### src/rtl/seq_reg_file_if.sv
// Decode/write-back side bundle of the sequential Y86-64 register file:
// read indices and data, write-back ports, condition codes and debug read.
interface seq_reg_file_if #(
    parameter int DATA_W = 64,
    parameter int ADDR_W = 4
);
    logic [ADDR_W-1:0] src_a;
    logic [ADDR_W-1:0] src_b;
    logic [DATA_W-1:0] val_a;
    logic [DATA_W-1:0] val_b;
    logic [ADDR_W-1:0] dst_a;
    logic [DATA_W-1:0] dst_val_a;
    logic [ADDR_W-1:0] dst_b;
    logic [DATA_W-1:0] dst_val_b;
    logic              cc_we;
    logic [2:0]        cc_in;
    logic [2:0]        cc_out;
    logic [ADDR_W-1:0] dbg_addr;
    logic [DATA_W-1:0] dbg_val;
    logic              wr_collision;

    modport master (
        output src_a, src_b, dst_a, dst_val_a, dst_b, dst_val_b,
               cc_we, cc_in, dbg_addr,
        input  val_a, val_b, cc_out, dbg_val, wr_collision
    );

    modport slave (
        input  src_a, src_b, dst_a, dst_val_a, dst_b, dst_val_b,
               cc_we, cc_in, dbg_addr,
        output val_a, val_b, cc_out, dbg_val, wr_collision
    );
endinterface

### src/rtl/seq_reg_file.sv
// Y86-64 register file: 2**ADDR_W-1 registers plus RNONE, two combinational
// reads, two clocked writes (port B wins collisions), CC register, debug read.
module seq_reg_file #(
    parameter int                DATA_W  = 64,
    parameter int                ADDR_W  = 4,
    parameter int                BYPASS  = 0,
    parameter int                SP_IDX  = 4,
    parameter logic [DATA_W-1:0] SP_INIT = '0
) (
    input logic           clk,
    input logic           reset,
    seq_reg_file_if.slave rf
);
    localparam int                NREG  = (2 ** ADDR_W) - 1;
    localparam logic [ADDR_W-1:0] RNONE = '1;

    if (SP_IDX < 0 || SP_IDX >= NREG) begin : g_sp_idx_illegal
        $error("seq_reg_file: SP_IDX must be a real register index, not RNONE");
    end

    logic [DATA_W-1:0] regs_q [NREG];
    logic [DATA_W-1:0] regs_d [NREG];
    logic [2:0]        cc_q;
    logic              coll_q;
    logic              we_a;
    logic              we_b;
    logic              coll_d;
    logic              byp_en;
    logic [DATA_W-1:0] sto_a;
    logic [DATA_W-1:0] sto_b;

    assign we_a   = (rf.dst_a != RNONE);
    assign we_b   = (rf.dst_b != RNONE);
    assign coll_d = we_a && we_b && (rf.dst_a == rf.dst_b);
    // Writes are inhibited while reset is held, so nothing may be forwarded then.
    assign byp_en = (BYPASS != 0) && reset;

    // NOTE: every regs_d entry gets its hold value first, so no path leaves it
    // unassigned and no latch is inferred.
    always_comb begin
        for (int i = 0; i < NREG; i++) begin
            regs_d[i] = regs_q[i];
            if (we_a && rf.dst_a == ADDR_W'(i)) regs_d[i] = rf.dst_val_a;
            // Port B applied last: it wins a same-register collision (popq %rsp).
            if (we_b && rf.dst_b == ADDR_W'(i)) regs_d[i] = rf.dst_val_b;
        end
    end

    // NOTE: the bank is built from flops, not a RAM macro, because every entry
    // has a defined reset value that must appear without a clock edge.
    always_ff @(posedge clk or negedge reset) begin
        if (!reset) begin
            for (int i = 0; i < NREG; i++) begin
                // NOTE: state uses non-blocking assignment so all flops update
                // together from pre-edge values.
                regs_q[i] <= (i == SP_IDX) ? SP_INIT : '0;
            end
            cc_q   <= 3'b100;
            coll_q <= 1'b0;
        end else begin
            regs_q <= regs_d;
            if (rf.cc_we) cc_q <= rf.cc_in;
            if (coll_d)   coll_q <= 1'b1;
        end
    end

    always_comb begin
        sto_a      = '0;
        sto_b      = '0;
        rf.dbg_val = '0;
        if (rf.src_a    != RNONE) sto_a      = regs_q[rf.src_a];
        if (rf.src_b    != RNONE) sto_b      = regs_q[rf.src_b];
        if (rf.dbg_addr != RNONE) rf.dbg_val = regs_q[rf.dbg_addr];
    end

    always_comb begin
        rf.val_a = sto_a;
        rf.val_b = sto_b;
        if (byp_en && we_a && rf.src_a == rf.dst_a) rf.val_a = rf.dst_val_a;
        if (byp_en && we_b && rf.src_a == rf.dst_b) rf.val_a = rf.dst_val_b;
        if (byp_en && we_a && rf.src_b == rf.dst_a) rf.val_b = rf.dst_val_a;
        if (byp_en && we_b && rf.src_b == rf.dst_b) rf.val_b = rf.dst_val_b;
    end

    assign rf.cc_out       = cc_q;
    assign rf.wr_collision = coll_q;
endmodule
### src/flat_wrapper.sv
// flat-port wrapper written by rule: the top's interface ports become plain ports
module seq_reg_file_flat 
#(
    parameter int                DATA_W  = 64,
    parameter int                ADDR_W  = 4,
    parameter int                BYPASS  = 0,
    parameter int                SP_IDX  = 4,
    parameter logic [DATA_W-1:0] SP_INIT = '0
)
  (clk, reset, rf_src_a, rf_src_b, rf_dst_a, rf_dst_val_a, rf_dst_b, rf_dst_val_b, rf_cc_we, rf_cc_in, rf_dbg_addr, rf_val_a, rf_val_b, rf_cc_out, rf_dbg_val, rf_wr_collision);
  seq_reg_file_if #(.DATA_W(DATA_W), .ADDR_W(ADDR_W)) rf_i ();
  input logic clk;
  input logic reset;
  input wire logic [$bits(rf_i.src_a)-1:0] rf_src_a;
  input wire logic [$bits(rf_i.src_b)-1:0] rf_src_b;
  input wire logic [$bits(rf_i.dst_a)-1:0] rf_dst_a;
  input wire logic [$bits(rf_i.dst_val_a)-1:0] rf_dst_val_a;
  input wire logic [$bits(rf_i.dst_b)-1:0] rf_dst_b;
  input wire logic [$bits(rf_i.dst_val_b)-1:0] rf_dst_val_b;
  input wire logic [$bits(rf_i.cc_we)-1:0] rf_cc_we;
  input wire logic [$bits(rf_i.cc_in)-1:0] rf_cc_in;
  input wire logic [$bits(rf_i.dbg_addr)-1:0] rf_dbg_addr;
  output wire logic [$bits(rf_i.val_a)-1:0] rf_val_a;
  output wire logic [$bits(rf_i.val_b)-1:0] rf_val_b;
  output wire logic [$bits(rf_i.cc_out)-1:0] rf_cc_out;
  output wire logic [$bits(rf_i.dbg_val)-1:0] rf_dbg_val;
  output wire logic [$bits(rf_i.wr_collision)-1:0] rf_wr_collision;
  assign rf_i.src_a = rf_src_a;
  assign rf_i.src_b = rf_src_b;
  assign rf_i.dst_a = rf_dst_a;
  assign rf_i.dst_val_a = rf_dst_val_a;
  assign rf_i.dst_b = rf_dst_b;
  assign rf_i.dst_val_b = rf_dst_val_b;
  assign rf_i.cc_we = rf_cc_we;
  assign rf_i.cc_in = rf_cc_in;
  assign rf_i.dbg_addr = rf_dbg_addr;
  assign rf_val_a = rf_i.val_a;
  assign rf_val_b = rf_i.val_b;
  assign rf_cc_out = rf_i.cc_out;
  assign rf_dbg_val = rf_i.dbg_val;
  assign rf_wr_collision = rf_i.wr_collision;
  seq_reg_file #(.DATA_W(DATA_W), .ADDR_W(ADDR_W), .BYPASS(BYPASS), .SP_IDX(SP_IDX), .SP_INIT(SP_INIT)) u_core (.clk(clk), .reset(reset), .rf(rf_i));
endmodule
### config.mk
export PLATFORM = sky130hd
export DESIGN_NAME = seq_reg_file_flat
export DESIGN_NICKNAME = d
export VERILOG_FILES = /design/src/rtl/seq_reg_file_if.sv /design/src/rtl/seq_reg_file.sv /design/src/flat_wrapper.sv
export SDC_FILE = /design/constraint.sdc
export NUM_CORES = 2
export LEC_CHECK = 0
export BUFFER_PORTS_ARGS = -buffer_cell sky130_fd_sc_hd__buf_2
export CORE_MARGIN = 2
export CORE_UTILIZATION = 40
export DETAILED_ROUTE_END_ITERATION = 8
export HOLD_SLACK_MARGIN = 0.02
export PLACE_DENSITY = 0.54
export SKIP_CTS_REPAIR_TIMING = 1
export SYNTH_ARGS = -nofsm -noshare
export SYNTH_HDL_FRONTEND = slang
export SYNTH_SLANG_ARGS = --single-unit
### constraint.sdc
create_clock -name clk -period 2.64 [get_ports clk]
set_input_delay 0.396 -clock clk [delete_from_list [all_inputs] [get_ports clk]]
set_output_delay 0.396 -clock clk [all_outputs]
set_load 0.01 [all_outputs]
==> impl_metrics.tcl <==
set metrics [dict create \
    reg2reg_slack_ns 1.31 \
    path_max_fanout 4 \
    worstHoldEndpoint "u_core.regs_q[290]$_DFFE_PN0P_" \
    cpPeakStageDelay_ns 0.42 \
    syn_nets 6958 \
    r2r_cells 2 \
    crit_path_start "u_core.regs_q[784]$_DFFE_PN0P_" \
    synthFlopType "dfrtp_1" \
    synthAdderAreaFrac_pct 0 \
    crit_family "compound AO/OA/AOI/OAI gates" \
    reg2reg_from "u_core.rf.cc_out[1]$_DFFE_PN0P_" \
    grt_pass1_wl_um 414400 \
    syn_to_final_growth_pct 21.84 \
    antenna_found_initial 33 \
    overflow 0 \
    die_x_um 417.9 \
    pin_count 350 \
    synthCells 6804 \
    final_common_cell "mux2i_1" \
    dp_hpwl_um 180400 \
    synth_compound_area_share_pct 15.73 \
    whs_path_depth 3 \
    final_cell_mix "mux2i_1 (1,473), dfrtp_1 (959), nand2_1 (708), o21ai_1 (540), a21oi_1 (391)" \
    period_share_pct 108.1 \
    cts_buffer_depth 3 \
    violations "negative setup slack" \
    relSlewSlack_pct 44.42 \
    die_height_um 417.9 \
    synthesis.area_um2 68530 \
    start_kind "flop" \
    clk_latency_ns 0.79 \
    drtIter0Drc 6511 \
    fin_area_um2 83500 \
    rsz0062_at_grt "yes" \
    crit_chain "mux4_2 > nor2b_1 > a211oi_2 > buf_4 > a2111oi_4 > buf_2" \
    worstHoldPathType "primary input to flop" \
    synthArstFlopShare_pct 100.0 \
    crit_arrival_ns 2.46 \
    clock-root-buffer "clkbuf_16" \
    hold_path.startpoint "rf_dst_val_b[34]" \
    core_area_um2 169800 \
    finalWirelength_um 288200 \
    worstSetupPathType "flop to output port" \
    syn_avg_cell_area_um2 10.07 \
    end_kind "output port" \
    timing_hold_violations_final 0 \
    fin_crit_ns 2.855 \
    worst_slack_ns -0.2146 \
    cts_buffers 121 \
    antenna_left 0 \
    htree_levels 3 \
    crit_buf_inv 2 \
    layout.nets 7201 \
    wire_per_inst_um 30.72 \
    synth_xor_area_share_pct 0.02556 \
    crit_slowest_cell "dfrtp_1" \
    max_cap_violations 0 \
    fin_skew_ns 0 \
    clock-sinks 964 \
    avgViaCountPerCell 6.331 \
    muxShareOfSynthArea_pct 35.28 \
    synth_warnings 0 \
    synth-edff-count 0 \
    clkTransAtPathRegs_ns 0.06 \
    grt_usage_pct 32.17 \
    required_ns 2.24 \
    gp_congestion 0.8950 \
    num_rows 151 \
    status "finished, violations left" \
    first_pass_iters 8 \
    seq_area_frac_synth_pct 35.20 \
    max_freq_ghz 0.3503 \
    placed_area_um2 76010 \
    floorplan.die_area_um2 174700 \
    finalSetupViolCount 159 \
    via_count 59396 \
    ys_types 41 \
    worst_pin_slew_ns 0.8337 \
    drt_drc_violations_left 0 \
    drive_above_1_share_pct 26.36 \
    yosys.area_share.simple_pct 8.537 \
    cts_tree "built" \
    fin_util_pct 49.16 \
    start_util_pct 40.35 \
    r2r_end "u_core.rf.cc_out[1]$_DFFE_PN0P_" \
    grt_pass1_vias 57415 \
    synth_top_family_by_area "multiplexers" \
    io_buffers 349 \
    power_leakage_uw 0.03383 \
    p_per_area_nw_per_um2 681.4 \
    grt_max_degree 121 \
    slew_violations 0 \
    ir_drop_mv 0.5830 \
    ys_ff_latch 964 \
]
==> sequential cells by signal, summed over array words and instances (netlist names) <==
| register | cells |
|---|---|
| u_core.rf.wr_collision | 1 |
| u_core.regs_q | 960 |
| u_core.rf.cc_out | 3 |
==> worst max path at each step <==
stage | cells past startpoint | slack (ns) | to
floorplan | 8 | 0.29 | rf_val_a[3]
global placement | 9 | -0.52 | rf_val_a[3]
detailed placement | 8 | -0.54 | rf_val_a[3]
CTS | 6 | -0.75 | rf_val_a[3]
global route | 6 | -0.24 | rf_val_a[39]
finish | 6 | -0.21 | rf_val_a[16]
==> through the flow <==
| stage | setup slack (ns) | total power (µW) | TNS [ns] | cells | hold slack, ns |
|---|---|---|---|---|---|
| CTS | -0.7523 | 55200 | -35.58 | 9285 | -0.5005 |
| finish | -0.2146 | 56900 | -13.63 | 9382 | 0.01347 |
| detailed placement | -0.5382 | 37360 | -3.133 | 9061 | 0.3303 |
| floorplan | 0.2902 | 31290 | 0 | 6804 | 0.1004 |
| global route | -0.2398 | 59360 | -24.60 | 9376 | 0.02582 |
| global placement | -0.5170 | 36910 | -2.906 | 9061 | 0.3304 |
==> logic make-up after synthesis <==
logic type | Yosys count
buffers and inverters | 788
muxes | 1925
AOI/OAI and AO/OA | 1792
and+or+nand+nor | 1333
xor gates and xnor gates | 2
DFF | 964
==> report_power, final <==
part           total, µW  internal, µW  leakage [µW]  switching (µW)
Combinational      17400          8990        0.0202            8410
Sequential         21700         18000        0.0116            3620
Clock              17800         10500       0.00208            7310
==> area by class of cell <==
type | instances | area, µm²
antenna | 16 | 40.04
sequential | 964 | 24130
clock inverter | 45 | 579.3
tap | 2218 | 2775
multi-input combinational | 5052 | 43210
fill | 15233 | 86350
timing repair buffer | 906 | 9133
inverter | 2 | 7.507
clock buffer | 179 | 3628
==> routing by layer <==
metal | global-route usage, % | up-vias | part of all wire [%]
met3 | 5.569 | 753 | 7.8
met5 | 0 | - | 0.035
li1 | - | 25648 | -
met4 | 15.39 | 20 | 5.2
met1 | 42.62 | 29879 | 41
met2 | 51.10 | 3096 | 46
==> tightest hold or removal path: stages <==
cell,delay [ns]
buf_2,0.21
nand2_1,0.09
o21ai_1,0.06
==> synth_stat cells (4+ instances only) <==
cell type / n / share of area (%)
dfrtp_1: 963 / 35
o22ai_1: 65 / 0.59
a2111oi_0: 4 / 0.051
nor2b_1: 193 / 1.8
mux2_2: 66 / 1.1
nand2_1: 710 / 3.9
mux4_2: 386 / 13
o21ai_1: 540 / 3.9
or2_2: 4 / 0.037
o21ai_0: 292 / 2.1
a211oi_1: 254 / 2.8
clkbuf_1: 466 / 2.6
a22oi_1: 63 / 0.69
buf_6: 12 / 0.20
buf_1: 14 / 0.077
nor2_1: 323 / 1.8
nor3_1: 12 / 0.088
buf_2: 230 / 1.7
o211a_1: 63 / 0.92
nor2_4: 4 / 0.066
nand2b_1: 9 / 0.082
a21oi_1: 448 / 3.3
a2111oi_2: 59 / 1.3
nand3b_1: 66 / 0.72
or2_1: 5 / 0.046
mux2i_1: 1473 / 22
buf_4: 63 / 0.69
No activity file was read; power rests on OpenSTA's default activity.
